### src/rtl/mux_arbiter.sv
// Two-requester round-robin arbiter owning the shared A/B data mux select, with a one-entry output register.
// Optional `MUX_ARBITER_LOCK_EN`: hold ownership for a whole packet (release on the last beat only).
module mux_arbiter #(
   parameter int unsigned WIDTH = 8
) (
   input  logic             clk,
   input  logic             reset,
   input  logic             a_valid,
   input  logic [WIDTH-1:0] a_data,
   input  logic             a_last,
   output logic             a_ready,
   input  logic             b_valid,
   input  logic [WIDTH-1:0] b_data,
   input  logic             b_last,
   output logic             b_ready,
   output logic             s,
   output logic             out_valid,
   output logic [WIDTH-1:0] out_data,
   output logic             out_last,
   input  logic             out_ready
);

   typedef enum logic [1:0] {
      IDLE  = 2'd0,
      OWN_A = 2'd1,
      OWN_B = 2'd2
   } state_t;

   localparam logic PRIO_A = 1'b0;
   localparam logic PRIO_B = 1'b1;

   state_t state, state_nxt;
   logic   prio, prio_nxt;
   logic   s_nxt;
   logic   can_load;
   logic   a_xfer, b_xfer;
   logic   a_release, b_release;
   logic   a_prio_move, b_prio_move;

   // Output slot is free, or is being emptied this cycle
   assign can_load = !out_valid || out_ready;
   assign a_ready  = (state == OWN_A) && can_load;
   assign b_ready  = (state == OWN_B) && can_load;
   assign a_xfer   = a_valid && a_ready;
   assign b_xfer   = b_valid && b_ready;

`ifdef MUX_ARBITER_LOCK_EN
   // Ownership and priority move only at packet boundaries
   assign a_release   = a_xfer && a_last;
   assign b_release   = b_xfer && b_last;
   assign a_prio_move = a_xfer && a_last;
   assign b_prio_move = b_xfer && b_last;
`else
   assign a_release   = a_xfer || !a_valid;
   assign b_release   = b_xfer || !b_valid;
   assign a_prio_move = a_xfer;
   assign b_prio_move = b_xfer;
`endif

   always_ff @(posedge clk) begin
      if (reset) begin
         state <= IDLE;
         prio  <= PRIO_A;
         s     <= 1'b0;
      end else begin
         state <= state_nxt;
         prio  <= prio_nxt;
         s     <= s_nxt;
      end
   end

   always_comb begin
      state_nxt = state;
      prio_nxt  = prio;
      s_nxt     = s;
      unique case (state)
         IDLE: begin
            if (a_valid && (!b_valid || prio == PRIO_A)) begin
               state_nxt = OWN_A;
            end else if (b_valid) begin
               state_nxt = OWN_B;
            end
         end
         OWN_A: begin
            if (a_release) begin
               state_nxt = b_valid ? OWN_B : IDLE;
            end
         end
         OWN_B: begin
            if (b_release) begin
               state_nxt = a_valid ? OWN_A : IDLE;
            end
         end
         default: state_nxt = IDLE;
      endcase
      if (a_prio_move) begin
         prio_nxt = PRIO_B;
      end else if (b_prio_move) begin
         prio_nxt = PRIO_A;
      end
      // Select follows the owner; IDLE keeps the last select
      if (state_nxt == OWN_A) begin
         s_nxt = 1'b0;
      end else if (state_nxt == OWN_B) begin
         s_nxt = 1'b1;
      end
   end

   always_ff @(posedge clk) begin
      if (reset) begin
         out_valid <= 1'b0;
         out_data  <= WIDTH'(0);
         out_last  <= 1'b0;
      end else if (a_xfer) begin
         out_valid <= 1'b1;
         out_data  <= a_data;
         out_last  <= a_last;
      end else if (b_xfer) begin
         out_valid <= 1'b1;
         out_data  <= b_data;
         out_last  <= b_last;
      end else if (out_valid && out_ready) begin
         out_valid <= 1'b0;
      end
   end

   always_ff @(posedge clk) begin
      if (!reset) begin
         assert (!(a_ready && b_ready));
      end
   end

endmodule

### config.mk
export PLATFORM = sky130hd
export DESIGN_NAME = mux_arbiter
export DESIGN_NICKNAME = d
export VERILOG_FILES = /design/src/rtl/mux_arbiter.sv
export SDC_FILE = /design/constraint.sdc
export NUM_CORES = 1
export LEC_CHECK = 0
export CAP_MARGIN = 20
export CORE_MARGIN = 2
export CORE_UTILIZATION = 40
export CTS_CLUSTER_DIAMETER = 200
export CTS_CLUSTER_SIZE = 28
export DETAILED_ROUTE_END_ITERATION = 8
export GPL_TIMING_DRIVEN = 0
export HOLD_SLACK_MARGIN = 0.03
export PLACE_DENSITY = 0.79
export SYNTH_ARGS = -nofsm -noshare
export SYNTH_HDL_FRONTEND = slang
export SYNTH_SLANG_ARGS = --single-unit
### constraint.sdc
create_clock -name clk -period 1.7 [get_ports clk]
set_input_delay 0.34 -clock clk [delete_from_list [all_inputs] [get_ports clk]]
set_output_delay 0.34 -clock clk [all_outputs]
set_load 0.02 [all_outputs]
==> run summary <==
Outcome: complete, no violations
Slowest stage cell, crit path: clkdlybuf4s50_1
GRT overflow: 0
Routed via count: 723
Ys Warns: 0
HP Class: flip-flop to flip-flop
Reg area: 280 µm²
Net count after synthesis: 104
Largest family of logic cells by synthesized area: compound AO/OA/AOI/OAI gates
Crit path max fanout: 2
Multi-input gate area: 429 µm²
Sequential share of power: 44.3%
Post-Syn Area: 778 µm²
Clk pin slew, worst setup/hold paths: 0.09 ns
Routed len/inst: 12.4 µm
Sw frac: 27.5%
Drt total wl: 1800 µm
Number of distinct library cells after synthesis: 23
Crit path arrival time: 1.22 ns
Unrepaired setup endpoints after global routing: false
Antenna-violating nets left: 0
Max-slew headroom: 60.2%
1st-iter DRT viols: 1
Synth Area in Compound Gates: 31.4%
Drt drc: 0
Clock Tree Root: clkbuf_4
H-tree depth: 1
Max stage delay on crit path: 0.61 ns
Cts hold-fix bufs: 0
MaxCap Viol Count: 0
Die area: 2310 µm²
Antenna violations before repair: 0
Asr flop ratio synth: 0%
Post-synthesis xor/xnor area fraction: 0%
HPWL after DPL: 1340 µm
DIE HEIGHT: 48.1 µm
Pin count of the biggest net entering global routing: 11
Vias/cell: 4.99
Fmax: 639 MHz
Share of layout cells above drive strength 1: 25.8%
Mapped Cells: 81
Worst skew pair latency: 0.28 ns
Post-Synth Adder-Cell Area: 0%
# port buffers: 35
Crit Path Class: flip-flop to output port
Register area share after synthesis: 36.0%
FILL cells: 142
Clk_skew: 0.00138 ns
Data required, critical path: 1.36 ns
Clk pwr share: 28.9%
Inserted Clock Buffers: 3
TritonCTS clock tree: done
Worst slew pin tran: 0.597 ns
Syn Area/Cell: 9.61 µm²
Setup bufs post-CTS: 0
Wire length of the first global-routing pass: 2650 µm
Hold Violations, Final: 0
Vias in the first global route: 642
Global-route total usage across every layer: 16.6%
Synth Area in Simple Gates: 23.2%
CORE AREA: 1780 µm²
Critical Path Sink Type: output port
GPL Wtd Cong: 0.693
Layout net count: 144
Delay-heaviest family, CP: buffers and inverters
Tcrit/Tclk final: 92.0%
Tmin final: 1.56 ns
Net switching power: 0.229 mW
Final setup viols: 0
Final Max Slew Viols: 0
Finished Layout Cells: 145
Mux share of post-synthesis cell area: 0%
Row Count: 15
CP Launch Type: flip-flop
Total power: 0.830 mW
Buffers plus inverters on the worst setup path: 1
FF+latch count, synth: 14
Max Root-Sink Buffers: 2
Comb power frac: 26.8%
Cell leakage power: 0.467 nW
Diode count: 0
IO Pins: 36
Post-synth EDFFs: 0
Pre-antenna DRT Iters: 3
Num Clock Sinks: 14
Top_reg_cell synth: dfxtp_1
PD cells: 696 nW/µm²
Area delta synth->final: 53.2%
Peak supply drop: 0.000435 V
DP Cell Count: 141
CP Cell Sequence: clkdlybuf4s50_1
Int Pwr: 0.601 mW
R2R setup slack: 0.30 ns
Die width: 48.1 µm
Initial Util: 43.6%
==> registers in the layout, summed over array words and instances, names as in the netlist <==
signal / flops
out_data: 8
out_last: 1
out_valid: 1
prio: 1
s: 1
state: 2
==> synthesized netlist by cell type (2+ instances only) <==
library cell | instances | area share [%]
dfxtp_1 | 14 | 36
inv_1 | 10 | 4.8
nand2_1 | 10 | 4.8
a21oi_2 | 9 | 10
a221oi_2 | 9 | 17
nor2_1 | 5 | 2.4
a21oi_1 | 4 | 2.6
and4b_1 | 3 | 3.9
nand3_1 | 2 | 1.3
nand4_1 | 2 | 1.6
==> worst min-delay path: stages (launching register included) <==
cell and delay, ns:
dfxtp_1 0.32, inv_1 0.05, a21oi_1 0.05
==> layout by cell type (no fill, tap or decap), drive strengths merged <==
cell type | Yosys | layout
a21oi | 13 | 13
a221oi | 9 | 9
a41o | 1 | 1
and2 | 1 | 1
and3 | 1 | 1
and4b | 3 | 3
buf | 3 | 5
clkbuf | 1 | 5
clkdlybuf4s50 | 0 | 31
dfxtp | 14 | 14
dlygate4sd2 | 0 | 1
dlymetal6s2s | 0 | 1
inv | 10 | 10
nand2 | 10 | 10
nand2b | 1 | 1
nand3 | 2 | 2
nand3b | 1 | 1
nand4 | 2 | 2
nor2 | 5 | 5
nor2b | 2 | 2
nor3 | 1 | 1
nor3b | 1 | 1
==> power by group through the flow <==
| stage | combinational [mW] | sequential [mW] | clock, mW |
|---|---|---|---|
| floorplan | 0.0943 | 0.394 | 0 |
| global placement | 0.225 | 0.374 | 0 |
| detailed placement | 0.228 | 0.375 | 0 |
| CTS | 0.225 | 0.367 | 0.250 |
| global route | 0.240 | 0.370 | 0.260 |
| finish | 0.222 | 0.367 | 0.240 |
==> path summary, 6_finish.rpt <==
check                           startpoint  cells after the start                end
setup / recovery  out_data[2]$_SDFFE_PP0P_                      1        out_data[2]
hold / removal              s$_SDFFE_PP0N_                      2     s$_SDFFE_PP0N_
setup reg to reg       state[1]$_SDFF_PP0_                      4  prio$_SDFFE_PP0P_
hold reg to reg             s$_SDFFE_PP0N_                      2     s$_SDFFE_PP0N_
==> area by class of cell <==
type / count / area share, %
inverter: 10 / 3.15
sequential: 14 / 23.5
timing repair buffer: 35 / 28.6
clock buffer: 4 / 3.04
multi-input combinational: 53 / 36.0
tap: 25 / 2.62
buffer: 4 / 3.04
==> metal layers <==
metal | share of wire [%] | global-route usage [%] | vias up | wire length (µm)
met4 | 0 | 6.49 | 0 | 0
met3 | 7.1 | 4.07 | 0 | 128
met5 | 0 | 0 | - | 0
met1 | 48 | 19.0 | 326 | 869
li1 | - | - | 371 | -
met2 | 44 | 29.3 | 26 | 798
==> what timing repair did <==
item / 4_1_cts / 5_1_grt
hold endpoints to repair: 0 / 0
setup endpoints to repair: 3 / 2
pin swaps: 0 / 1
resized for setup: 10 / 2
==> cell families after synthesis <==
logic type / Yosys count
buf+inv: 14
simple gates: 30
flops: 14
compound gates: 23
==> metrics by stage <==
stage / util (%) / hold WS [ns] / TNS, ns / worst slack, ns / cell area [µm²]
floorplan: - / 0.406 / 0 / 0.262 / 778
global placement: 65.1 / 0.436 / -1.51 / -0.367 / 1160
detailed placement: 65.1 / 0.440 / -1.91 / -0.379 / 1160
finish: 66.9 / 0.452 / 0 / 0.136 / 1190
global route: 66.9 / 0.489 / 0 / 0.0633 / 1190
CTS: 66.5 / 0.458 / 0 / 0.0700 / 1180
Power figures use the tool's default switching activity.
==> variant: new RTL, same flow settings <==
Re-encode `state_t` (3 states) as one-hot, 3 bits wide.
--- a/src/rtl/mux_arbiter.sv
+++ b/src/rtl/mux_arbiter.sv
@@ -20,10 +20,10 @@
    input  logic             out_ready
 );
 
-   typedef enum logic [1:0] {
-      IDLE  = 2'd0,
-      OWN_A = 2'd1,
-      OWN_B = 2'd2
+   typedef enum logic [2:0] {
+      IDLE  = 3'b001,
+      OWN_A = 3'b010,
+      OWN_B = 3'b100
    } state_t;
 
    localparam logic PRIO_A = 1'b0;
Function: same outputs for any inputs over 10 cycles, from zero or initial values and one cycle with reset high; not proved beyond that.
==> variant against the original RTL <==
Via count is 20% higher; critical endpoint is now b_ready; cell area up 10%; highest routed layer is now met4; critical path type unchanged; count of clock-buffer cells in the layout decreased by 1; sequential cell count increased by 1; global-route usage grew 2.9 points; area after synthesis increased by 9.8%; hold slack gained 19 ps; wire length rose by 30%; critical path depth up 3; setup slack got worse by 130 ps; total power fell by 2.7%; register-to-register slack got worse by 230 ps.
==> variant: results <==
export IMPL_p_int_mw=0.5747
export IMPL_synthTopCellsByArea="dfxtp_1 35%, a221oi_2 16%, a21oi_1 7.6%"
export IMPL_layout_drive_gt1_share=0.2374
export IMPL_ys_types=33
export IMPL_cp_top_family="simple AND/OR/NAND/NOR gates"
export IMPL_hold_class="reg -> reg"
export IMPL_leakagePower_nw=0.4931
export IMPL_outcome="completed"
export IMPL_antenna_found_initial=0
export IMPL_nets=163
export IMPL_dr_pass1_iters=4
export IMPL_async_reset_ff_frac=0
export IMPL_place_area_um2=1229
export IMPL_ir_drop_uv=388.8
export IMPL_cts_max_path_buffers=2
export IMPL_ys_warn_count=0
export IMPL_cpMaxStageDelayCell="or3b_4"
export IMPL_drt_iter0_markers=22
export IMPL_numCtsBuffers=3
export IMPL_synthTopCellsByCount="15 x dfxtp_1, 13 x a21oi_1, 10 x inv_1, 10 x nand2_1, 9 x a221oi_2"
export IMPL_cp_arrival_ps=1360
export IMPL_grt_pass1_vias=847
export IMPL_synth_flop_cell="dfxtp_1"
export IMPL_cts_root_buf="clkbuf_4"
export IMPL_worstPathMaxFanout=4
export IMPL_clk_latency_ps=290
export IMPL_grt_pass1_wl_um=3753
export IMPL_num_antenna_cells=0
export IMPL_clkTransAtPathRegs_ps=100
export IMPL_vias=868
export IMPL_finalClockSkew_ps=4.646
export IMPL_dp_hpwl_um=1619
export IMPL_biggestRegsByFlops="out_data: 8 flops, state: 3 flops"
export IMPL_gp_congestion=0.8830
export IMPL_routedWlPerCell_um=14.07
export IMPL_port_buffers=34
export IMPL_yosysSeqAreaShare=0.3514
export IMPL_grt_max_degree=11
export IMPL_synth_fp_nets=119
export IMPL_grtUsageTotal=0.1942
export IMPL_tightest_slew_ps=648.7
export IMPL_max_stage_delay_ps=400
export IMPL_h_tree_depth=1
## variant: cell count changes in the layout (fill, tap and decap cells not counted), sizes merged, moves of 2 or more
cell and change:
buf +4, nand4 -2, nor4b +2, o22ai +3
and4b -3
## variant: kinds of logic after synthesis
logic type / Yosys count / share of synthesized area
buffers and inverters: 15 / 0.08053
AND/OR/NAND/NOR: 35 / 0.2518
AO/OA/AOI/OAI: 31 / 0.3163
flip-flops: 15 / 0.3514
## variant: cell type report
type                       count  area (um^2)
timing repair buffer          39        379.1
multi-input combinational     66        500.5
sequential                    15        301.5
tap                           27        33.78
fill                         167        666.9
buffer                         5        35.03
clock inverter                 1        5.005
inverter                      10        37.54
clock buffer                   3        22.52
## variant: power by group through the flow
| stage | Clock, mW | Combinational [mW] | Sequential, mW |
|---|---|---|---|
| after detailed placement | 0 | 0.200 | 0.392 |
| after global placement | 0 | 0.195 | 0.391 |
| after floorplan | 0 | 0.0948 | 0.402 |
| final | 0.210 | 0.211 | 0.386 |
| after global routing | 0.231 | 0.228 | 0.389 |
| after CTS | 0.219 | 0.204 | 0.385 |
## variant: per-stage QoR
| stage | utilization | setup WS [ps] | cells | hold slack [ps] | TNS, ps |
|---|---|---|---|---|---|
| 5_1_grt | 0.6635 | -35.99 | 166 | 489.6 | -35.99 |
| 2_1_floorplan | - | 208.6 | 96 | 406.2 | 0 |
| 6_report | 0.6635 | 2.825 | 166 | 471.9 | 0 |
| 4_1_cts | 0.6471 | -60.68 | 163 | 477.3 | -81.07 |
| 3_3_place_gp | 0.6199 | -462.2 | 157 | 454.3 | -5408 |
| 3_5_place_dp | 0.6199 | -493.8 | 157 | 460.3 | -5704 |
## variant: worst register-to-register path: stages, from the launching register on
cell and delay (ps):
dfxtp_2 350, buf_6 100, or3b_4 400, buf_4 150, o32ai_1 140, o21ai_1 170
a211oi_2 240
## variant: what timing repair did
item	in CTS	in global routing
gates resized for setup	16	3
setup endpoints to repair	12	3
pin swaps	1	3
buffers inserted	2	3
## variant: path summary, 6_finish.rpt
kind | cells past startpoint | startpoint | slack, ps | endpoint
max | 4 | state[2]$_SDFF_PP0_ | 3 | b_ready
min reg2reg | 2 | out_last$_SDFFE_PP0P_ | 470 | out_last$_SDFFE_PP0P_
min | 2 | out_last$_SDFFE_PP0P_ | 470 | out_last$_SDFFE_PP0P_
max reg2reg | 6 | state[2]$_SDFF_PP0_ | 70 | s$_SDFFE_PP0N_
## variant: layer usage
| layer | vias up | global-route usage | part of all wire |
|---|---|---|---|
| met5 | - | 0 | 0 |
| met2 | 36 | 0.3596 | 0.48 |
| met3 | 5 | 0.05060 | 0.081 |
| met4 | 0 | 0.07407 | 0.017 |
| li1 | 429 | - | - |
| met1 | 398 | 0.2070 | 0.42 |
